**src/rtl/vga_scan_ctrl.sv**
```systemverilog
// Scan sequencer for the parallax VGA pipeline: raster counters, two-stage sync/RGB alignment,
// and double-buffered per-layer scroll registers. Define VGA_SCAN_AUTOSCROLL_EN to implement autoscroll.
module vga_scan_ctrl #(
   parameter int H_VISIBLE  = 640,
   parameter int H_FRONT    = 24,
   parameter int H_SYNC     = 40,
   parameter int H_BACK     = 128,
   parameter int V_VISIBLE  = 480,
   parameter int V_FRONT    = 9,
   parameter int V_SYNC     = 3,
   parameter int V_BACK     = 28,
   parameter int NUM_LAYERS = 3
) (
   input  logic                    wb_clk_i,
   input  logic                    wb_rst_i,
   input  logic                    pix_en_i,
   input  logic                    cfg_we_i,
   input  logic [1:0]              cfg_addr_i,
   input  logic [9:0]              cfg_wdata_i,
   input  logic [2:0]              rgb_i,
   output logic [9:0]              x_o,
   output logic [9:0]              y_o,
   output logic                    visible_o,
   output logic                    line_start_o,
   output logic                    frame_start_o,
   output logic [10*NUM_LAYERS-1:0] scroll_o,
   output logic [7:0]              frame_cnt_o,
   output logic                    hsync_o,
   output logic                    vsync_o,
   output logic [2:0]              rgb_o
);

   localparam logic [9:0] H_LAST     = 10'(H_VISIBLE + H_FRONT + H_SYNC + H_BACK - 1);
   localparam logic [9:0] H_VIS      = 10'(H_VISIBLE);
   localparam logic [9:0] HS_START   = 10'(H_VISIBLE + H_FRONT);
   localparam logic [9:0] HS_END     = 10'(H_VISIBLE + H_FRONT + H_SYNC);
   localparam logic [9:0] V_LAST     = 10'(V_VISIBLE + V_FRONT + V_SYNC + V_BACK - 1);
   localparam logic [9:0] V_VIS      = 10'(V_VISIBLE);
   localparam logic [9:0] VS_START   = 10'(V_VISIBLE + V_FRONT);
   localparam logic [9:0] VS_END     = 10'(V_VISIBLE + V_FRONT + V_SYNC);
   localparam logic [9:0] V_VIS_LAST = 10'(V_VISIBLE - 1);

   logic [9:0] h_q, h_d, v_q, v_d;
   logic [7:0] frame_q, frame_d;
   logic [9:0] x_q, x_d, y_q, y_d;
   logic       vis_q, vis_d, line_q, line_d, fstart_q, fstart_d;
   logic       hs1_q, hs1_d, vs1_q, vs1_d;
   logic       hsync_q, hsync_d, vsync_q, vsync_d;
   logic [2:0] rgb_q, rgb_d;
   logic       enable_q, enable_d;
   logic [NUM_LAYERS-1:0][9:0] shadow_q, shadow_d, active_q, active_d;
   logic       h_wrap, v_wrap, commit;
`ifdef VGA_SCAN_AUTOSCROLL_EN
   localparam logic [10:0] SCROLL_MOD = 11'(H_VISIBLE);
   logic                  autoscroll_q, autoscroll_d;
   logic [NUM_LAYERS-1:0] dirty_q, dirty_d;
   logic [10:0]           step_sum;
`endif

   assign h_wrap = (h_q == H_LAST);
   assign v_wrap = (v_q == V_LAST);
   // Commit fires on the tick that moves the raster into the first vblank line.
   assign commit = enable_q && pix_en_i && h_wrap && (v_q == V_VIS_LAST);

   always_comb begin
      h_d      = h_q;
      v_d      = v_q;
      frame_d  = frame_q;
      x_d      = x_q;
      y_d      = y_q;
      vis_d    = vis_q;
      line_d   = line_q;
      fstart_d = fstart_q;
      hs1_d    = hs1_q;
      vs1_d    = vs1_q;
      hsync_d  = hsync_q;
      vsync_d  = vsync_q;
      rgb_d    = rgb_q;
      if (!enable_q) begin
         h_d      = '0;
         v_d      = '0;
         frame_d  = '0;
         x_d      = '0;
         y_d      = '0;
         vis_d    = 1'b0;
         line_d   = 1'b0;
         fstart_d = 1'b0;
         hs1_d    = 1'b1;
         vs1_d    = 1'b1;
         hsync_d  = 1'b1;
         vsync_d  = 1'b1;
         rgb_d    = '0;
      end else if (pix_en_i) begin
         h_d = h_wrap ? '0 : h_q + 10'd1;
         if (h_wrap) begin
            v_d = v_wrap ? '0 : v_q + 10'd1;
            if (v_wrap) frame_d = frame_q + 8'd1;
         end
         x_d      = h_q;
         y_d      = v_q;
         vis_d    = (h_q < H_VIS) && (v_q < V_VIS);
         line_d   = (h_q == '0);
         fstart_d = (h_q == '0) && (v_q == '0);
         hs1_d    = !((h_q >= HS_START) && (h_q < HS_END));
         vs1_d    = !((v_q >= VS_START) && (v_q < VS_END));
         rgb_d    = vis_q ? rgb_i : 3'b000;
         hsync_d  = hs1_q;
         vsync_d  = vs1_q;
      end
   end

   // Commit reads the pre-write shadow, so a write colliding with commit lands one frame later.
   always_comb begin
      enable_d = enable_q;
      shadow_d = shadow_q;
      active_d = active_q;
`ifdef VGA_SCAN_AUTOSCROLL_EN
      autoscroll_d = autoscroll_q;
      dirty_d      = dirty_q;
      step_sum     = '0;
`endif
      if (commit) begin
         for (int i = 0; i < NUM_LAYERS; i++) begin
`ifdef VGA_SCAN_AUTOSCROLL_EN
            if (autoscroll_q && !dirty_q[i]) begin
               step_sum = {1'b0, active_q[i]} + 11'(i + 1);
               if (step_sum >= SCROLL_MOD) step_sum = step_sum - SCROLL_MOD;
               active_d[i] = step_sum[9:0];
            end else begin
               active_d[i] = shadow_q[i];
            end
            dirty_d[i] = 1'b0;
`else
            active_d[i] = shadow_q[i];
`endif
         end
      end
      if (cfg_we_i) begin
         if (cfg_addr_i == 2'd3) begin
            enable_d = cfg_wdata_i[0];
`ifdef VGA_SCAN_AUTOSCROLL_EN
            autoscroll_d = cfg_wdata_i[1];
`endif
         end
         for (int i = 0; i < NUM_LAYERS; i++) begin
            if (cfg_addr_i == 2'(i)) begin
               shadow_d[i] = cfg_wdata_i;
`ifdef VGA_SCAN_AUTOSCROLL_EN
               dirty_d[i] = 1'b1;
`endif
            end
         end
      end
   end

   always_ff @(posedge wb_clk_i or posedge wb_rst_i) begin
      if (wb_rst_i) begin
         h_q      <= '0;
         v_q      <= '0;
         frame_q  <= '0;
         x_q      <= '0;
         y_q      <= '0;
         vis_q    <= 1'b0;
         line_q   <= 1'b0;
         fstart_q <= 1'b0;
         hs1_q    <= 1'b1;
         vs1_q    <= 1'b1;
         hsync_q  <= 1'b1;
         vsync_q  <= 1'b1;
         rgb_q    <= '0;
         enable_q <= 1'b1;
         shadow_q <= '0;
         active_q <= '0;
`ifdef VGA_SCAN_AUTOSCROLL_EN
         autoscroll_q <= 1'b0;
         dirty_q      <= '0;
`endif
      end else begin
         h_q      <= h_d;
         v_q      <= v_d;
         frame_q  <= frame_d;
         x_q      <= x_d;
         y_q      <= y_d;
         vis_q    <= vis_d;
         line_q   <= line_d;
         fstart_q <= fstart_d;
         hs1_q    <= hs1_d;
         vs1_q    <= vs1_d;
         hsync_q  <= hsync_d;
         vsync_q  <= vsync_d;
         rgb_q    <= rgb_d;
         enable_q <= enable_d;
         shadow_q <= shadow_d;
         active_q <= active_d;
`ifdef VGA_SCAN_AUTOSCROLL_EN
         autoscroll_q <= autoscroll_d;
         dirty_q      <= dirty_d;
`endif
      end
   end

   assign x_o           = x_q;
   assign y_o           = y_q;
   assign visible_o     = vis_q;
   assign line_start_o  = line_q;
   assign frame_start_o = fstart_q;
   assign scroll_o      = active_q;
   assign frame_cnt_o   = frame_q;
   assign hsync_o       = hsync_q;
   assign vsync_o       = vsync_q;
   assign rgb_o         = rgb_q;

endmodule

```
**config.mk**
```make
export PLATFORM = sky130hd
export DESIGN_NAME = vga_scan_ctrl
export DESIGN_NICKNAME = d
export VERILOG_FILES = /design/src/rtl/vga_scan_ctrl.sv
export SDC_FILE = /design/constraint.sdc
export NUM_CORES = 1
export LEC_CHECK = 0
export ABC_CLOCK_PERIOD_IN_PS = 4900
export BUFFER_PORTS_ARGS = -buffer_cell sky130_fd_sc_hd__buf_2
export CAP_MARGIN = 10
export CORE_MARGIN = 3
export CORE_UTILIZATION = 50
export CTS_CLUSTER_SIZE = 28
export DETAILED_ROUTE_END_ITERATION = 8
export PLACE_DENSITY = 0.79
export SETUP_SLACK_MARGIN = 0.02
export SYNTH_ARGS = -nofsm -noshare
export SYNTH_HDL_FRONTEND = slang
export SYNTH_SLANG_ARGS = --single-unit
```
**constraint.sdc**
```tcl
create_clock -name wb_clk_i -period 4.9 [get_ports wb_clk_i]
set_input_delay 0.49 -clock wb_clk_i [delete_from_list [all_inputs] [get_ports wb_clk_i]]
set_output_delay 0.49 -clock wb_clk_i [all_outputs]
set_load 0.01 [all_outputs]
```
# After elaboration in Yosys (flattened, before gate mapping)
# Index checks and enable logic that the tools add are counted.
classes:
  addsub: 3
  order_cmp: 6
  n_reduce_logical: 18
  eq_ne: 9
  muxes: 32
op_table:
  columns: ["op", "n"]
  rows:
  - ["$mux W10", 11]
  - ["$mux W8", 4]
  - ["$add A10 B1 Y10 const B", 2]
  - ["$eq A10 B10 Y1 const B", 2]
  - ["$logic_not A10 Y1", 2]
  - ["$lt A10 B10 Y1 const B", 2]
  - ["$lt A10 B9 Y1 const B", 2]
  - ["$mux W1", 14]
  - ["$eq A10 B9 Y1 const B", 1]
  - ["$ge A10 B10 Y1 const B", 1]
  - ["$ge A10 B9 Y1 const B", 1]
  - ["$reduce_and A2 Y1", 5]
  - ["$mux W3", 3]
  - ["$add A8 B1 Y8 const B", 1]
  - ["$logic_and A1 B1 Y1", 7]
  - ["$eq A2 B2 Y1 const B", 2]
  - ["$ne A2 B1 Y1 const B", 2]
  - ["$reduce_and A3 Y1", 1]
  - ["$eq A2 B1 Y1 const B", 1]
  - ["$logic_not A1 Y1", 2]
  - ["$logic_not A2 Y1", 1]
  - ["$ne A2 B2 Y1 const B", 1]
totals:
  reg_bits: 119

# Longest topological paths before layout
logic_depth:
  word_depth: 5
  mapped_depth: 7
  depth_no_buf: 6

# Worst setup path before layout
# Ideal clock, no wire load.
synth_timing:
  path_kind: "reg2reg"
  from: "reg enable_q"
  to: "reg active_q, in the netlist scroll_o[19]"
  setup_time_ps: 125
  t_arrival_ps: 1975
  n_path_buf: 1
  setup_slack_ps: 2801
  t_required_ps: 4775
  period_less_slack_ps: 2099
  path_stages_with_launch: 6
  path_cell_list: "dfstp_2 > inv_1 > or4_4 > nor4_4 > buf_6 > mux2_2"
synth_between:
  elab_chain_len: 3
synth_lines:
  columns: ["element", "line", "source"]
  rows:
  - ["start: declaration", "50", "logic enable_q, enable_d;"]
  - ["start signal: assignment", "192", "enable_q <= enable_d;"]
  - ["$logic_and A1 B1 Y1 (3 in series)", "63", "assign commit = enable_q && pix_en_i && h_wrap && (v_q == V_VIS_LAST);"]
  - ["end signal: assignment", "194", "active_q <= active_d;"]
  - ["end: declaration", "51", "logic [NUM_LAYERS-1:0][9:0] shadow_q, shadow_d, active_q, active_d;"]
# No other way between the ends.
# A chain may end at the register's enable or synchronous reset.

# Worst setup path in the final report
layout_timing:
  from: "reg enable_q"
  to: "reg active_q, in the netlist scroll_o[22]"
# Same word-level chain as after synthesis.

==> results.sh <==
export IMPL_syn_area_per_cell_um2=12.14
export IMPL_cp_required_ns=5.29
export IMPL_synth_area_leader_cell="dfrtp_1"
export IMPL_cp_arrival_ns=2.94
export IMPL_port_buffers=84
export IMPL_antenna_found_initial=0
export IMPL_fin_tns_setup_ns=0
export IMPL_drc=0
export IMPL_cts_tree="yes"
export IMPL_grt_pass1_wl_mm=19.13
export IMPL_start_kind="flop"
export IMPL_layout_drive_gt1_share=0.3588
export IMPL_cts_sinks=119
export IMPL_worstSetupEndpointType="flop"
export IMPL_synth_edf_count=0
export IMPL_yosysWarnings=0
export IMPL_fmax_mhz=392.6
export IMPL_critPathKind="reg -> reg"
export IMPL_yosysSeqAreaShare=0.5730
export IMPL_finalWirelength_mm=11.47
export IMPL_yosys_top_cells_count="dfrtp_1 (114), mux2_2 (60), nor2_1 (31)"
export IMPL_rows=36
export IMPL_postRouteAntennaNets=0
export IMPL_grt_usage=0.2106
export IMPL_synth_cell_area_um2=5207
export IMPL_finalCritPeriodShare=0.5198
export IMPL_hold_slack_ns=0.1575
export IMPL_peakVddDrop_v=0.0002417
export IMPL_slew_violations=0
export IMPL_viasPerCell=5.569
export IMPL_syn_to_final_growth_pct=21.41
export IMPL_ios=85
export IMPL_dpl_hpwl_mm=7.319
export IMPL_die_area_um2=11680
export IMPL_critPathSlowestCell="dfstp_2"
export IMPL_power_density_nw_per_um2=402.1
export IMPL_p_total_mw=2.542
export IMPL_cap_violations=0
export IMPL_via_count=3659
export IMPL_dieWidth_um=108.1
export IMPL_n_antenna_cell=0
export IMPL_cts_root_buffer="clkbuf_8"
export IMPL_clock_latency_ns=0.51
export IMPL_slowest_delay_ns=0.73
export IMPL_fin_skew_ns=0.006471
export IMPL_clk_pin_slew_ns=0.06
export IMPL_die_h_um=108.1
export IMPL_syn_inst=429
export IMPL_netlist_cell_type_count=45
export IMPL_critPathMaxFanout=30
export IMPL_cts_made_buffers=17
export IMPL_cts_max_path_buffers=2
export IMPL_dr_first_iter_drc_count=140
export IMPL_ctsResizeCount=0
export IMPL_gp_congestion=0.8195
export IMPL_synthTopCellsByArea="dfrtp_1 (55%), mux2_2 (13%), mux2i_1 (5.0%)"
export IMPL_initial_core_util=0.5231
export IMPL_rsz0062_at_grt="no"
export IMPL_worst_pin_slew_ns=1.054
export IMPL_synth_top_area_frac=0.5478
export IMPL_finalCriticalPeriod_ns=2.547
export IMPL_htreeDepth=4
export IMPL_maxSlewHeadroom=0.2941
export IMPL_dr_pass1_iters=4
export IMPL_hold_viol_final=0
export IMPL_status="complete, no violations"
export IMPL_holdBufCountCts=0
export IMPL_setup_viol=0
export IMPL_core_area_um2=9955
export IMPL_async_reset_ff_frac=1.000
export IMPL_synth_seq_cells=119
export IMPL_grt_max_degree=73
export IMPL_cts_setup_buffers=0
export IMPL_nets=537
export IMPL_synthesis_nets=455
export IMPL_min_path_type="in -> async"
export IMPL_yosysMostFrequentCell="dfrtp_1"
export IMPL_ys_flop_type="dfrtp_1"
export IMPL_wl_per_cell_um=17.45
export IMPL_grt_ovfl_total=0
export IMPL_leakage_nw=3.061
export IMPL_grt_pass1_vias=3753
export IMPL_cp_cell_sequence="inv_1 -> or4_4 -> nor4_4 -> buf_4 -> mux2_2"
==> flip-flops by register name (all words and copies together), names as in the netlist <==
| register | cells |
|---|---|
| enable_q | 1 |
| frame_cnt_o | 8 |
| frame_start_o | 1 |
| h_q | 10 |
| hs1_q | 1 |
| hsync_o | 1 |
| line_start_o | 1 |
| rgb_o | 3 |
| scroll_o | 30 |
| shadow_q | 30 |
| v_q | 10 |
| visible_o | 1 |
| vs1_q | 1 |
| vsync_o | 1 |
| x_o | 10 |
| y_o | 10 |
==> cells in the final DEF (no fill, tap or decap), types with 4 or more instances in the layout <==
cell type | Yosys | routed
ha_1 | 7 | 7
and2_1 | 4 | 4
inv_1 | 14 | 13
clkbuf_16 | 0 | 16
nand2_1 | 20 | 20
nand3_1 | 19 | 19
nor4_1 | 8 | 8
mux2i_1 | 26 | 26
o31ai_1 | 5 | 5
or3_1 | 4 | 4
mux2_2 | 60 | 60
or4_1 | 5 | 5
o21ai_0 | 13 | 13
buf_2 | 2 | 84
dfstp_2 | 5 | 5
nand4_1 | 9 | 9
a21oi_1 | 20 | 20
nand3b_1 | 4 | 4
bufinv_16 | 0 | 4
nor2_1 | 31 | 31
dfrtp_1 | 114 | 114
xor2_1 | 4 | 4
==> per-stage QoR <==
stage / cells / instance area, µm² / setup slack (ns) / util
final: 657 / 6322 / 2.353 / 0.6351
after global routing: 657 / 6322 / 2.202 / 0.6351
after CTS: 657 / 6322 / 2.355 / 0.6351
after detailed placement: 625 / 5708 / 1.999 / 0.5734
after global placement: 625 / 5708 / 2.074 / 0.5734
after floorplan: 429 / 5207 / 1.261 / -
==> power by group <==
group	total, mW	internal (mW)	switching, mW
combinational	0.173	0.0723	0.100
clock	1.29	0.829	0.456
sequential	1.08	1.04	0.0407
==> per-layer routing <==
layer / track usage / share of wire / vias up
li1: - / - / 1708
met1: 0.2560 / 0.41 / 1834
met2: 0.3526 / 0.51 / 108
met3: 0.08478 / 0.071 / 9
met4: 0.05140 / 0.0072 / 0
met5: 0 / 0 / -
==> cells by family (layout without fill, tap and decap cells) <==
family,after synthesis,in the layout,synth area share
buffers and inverters,38,133,0.03243
AOI/OAI and AO/OA,47,47,0.05382
DFF,119,119,0.5730
adders and majority gates,7,7,0.01682
and+or+nand+nor,125,125,0.1319
muxes,87,87,0.1819
xor gates and xnor gates,6,6,0.01009
==> cell type report <==
cell class                      count  area [µm²]
Inverter                           14       55.05
Multi-Input combinational cell    272        2059
Clock inverter                     14       196.4
Timing Repair Buffer               87       442.9
Sequential cell                   119        2984
Tap cell                          133       166.4
Clock buffer                       18       417.9
Fill cell                         763        3632
==> worst max-delay path, delay by kind of cell, from the launching register on <==
| kind | cells | cell delay, ns |
|---|---|---|
| buffers and inverters | 2 | 0.51 |
| DFF | 1 | 0.73 |
| muxes | 1 | 0.39 |
| and+or+nand+nor | 2 | 0.78 |
==> final timing paths <==
check	startpoint	endpoint	slack, ns	cells after the start
max	enable_q	scroll_o[22]	2.35	5
min	wb_rst_i	x_o[0]	0.16	2
max reg2reg	enable_q	scroll_o[22]	2.35	5
min reg2reg	scroll_o[7]	scroll_o[7]	0.48	1
max in group asynchronous	wb_rst_i	scroll_o[7]	3.63	3
min in group wb_clk_i	cfg_wdata_i[3]	shadow_q[3]	0.24	2
Note: power is estimated with default switching activity, not from simulation.
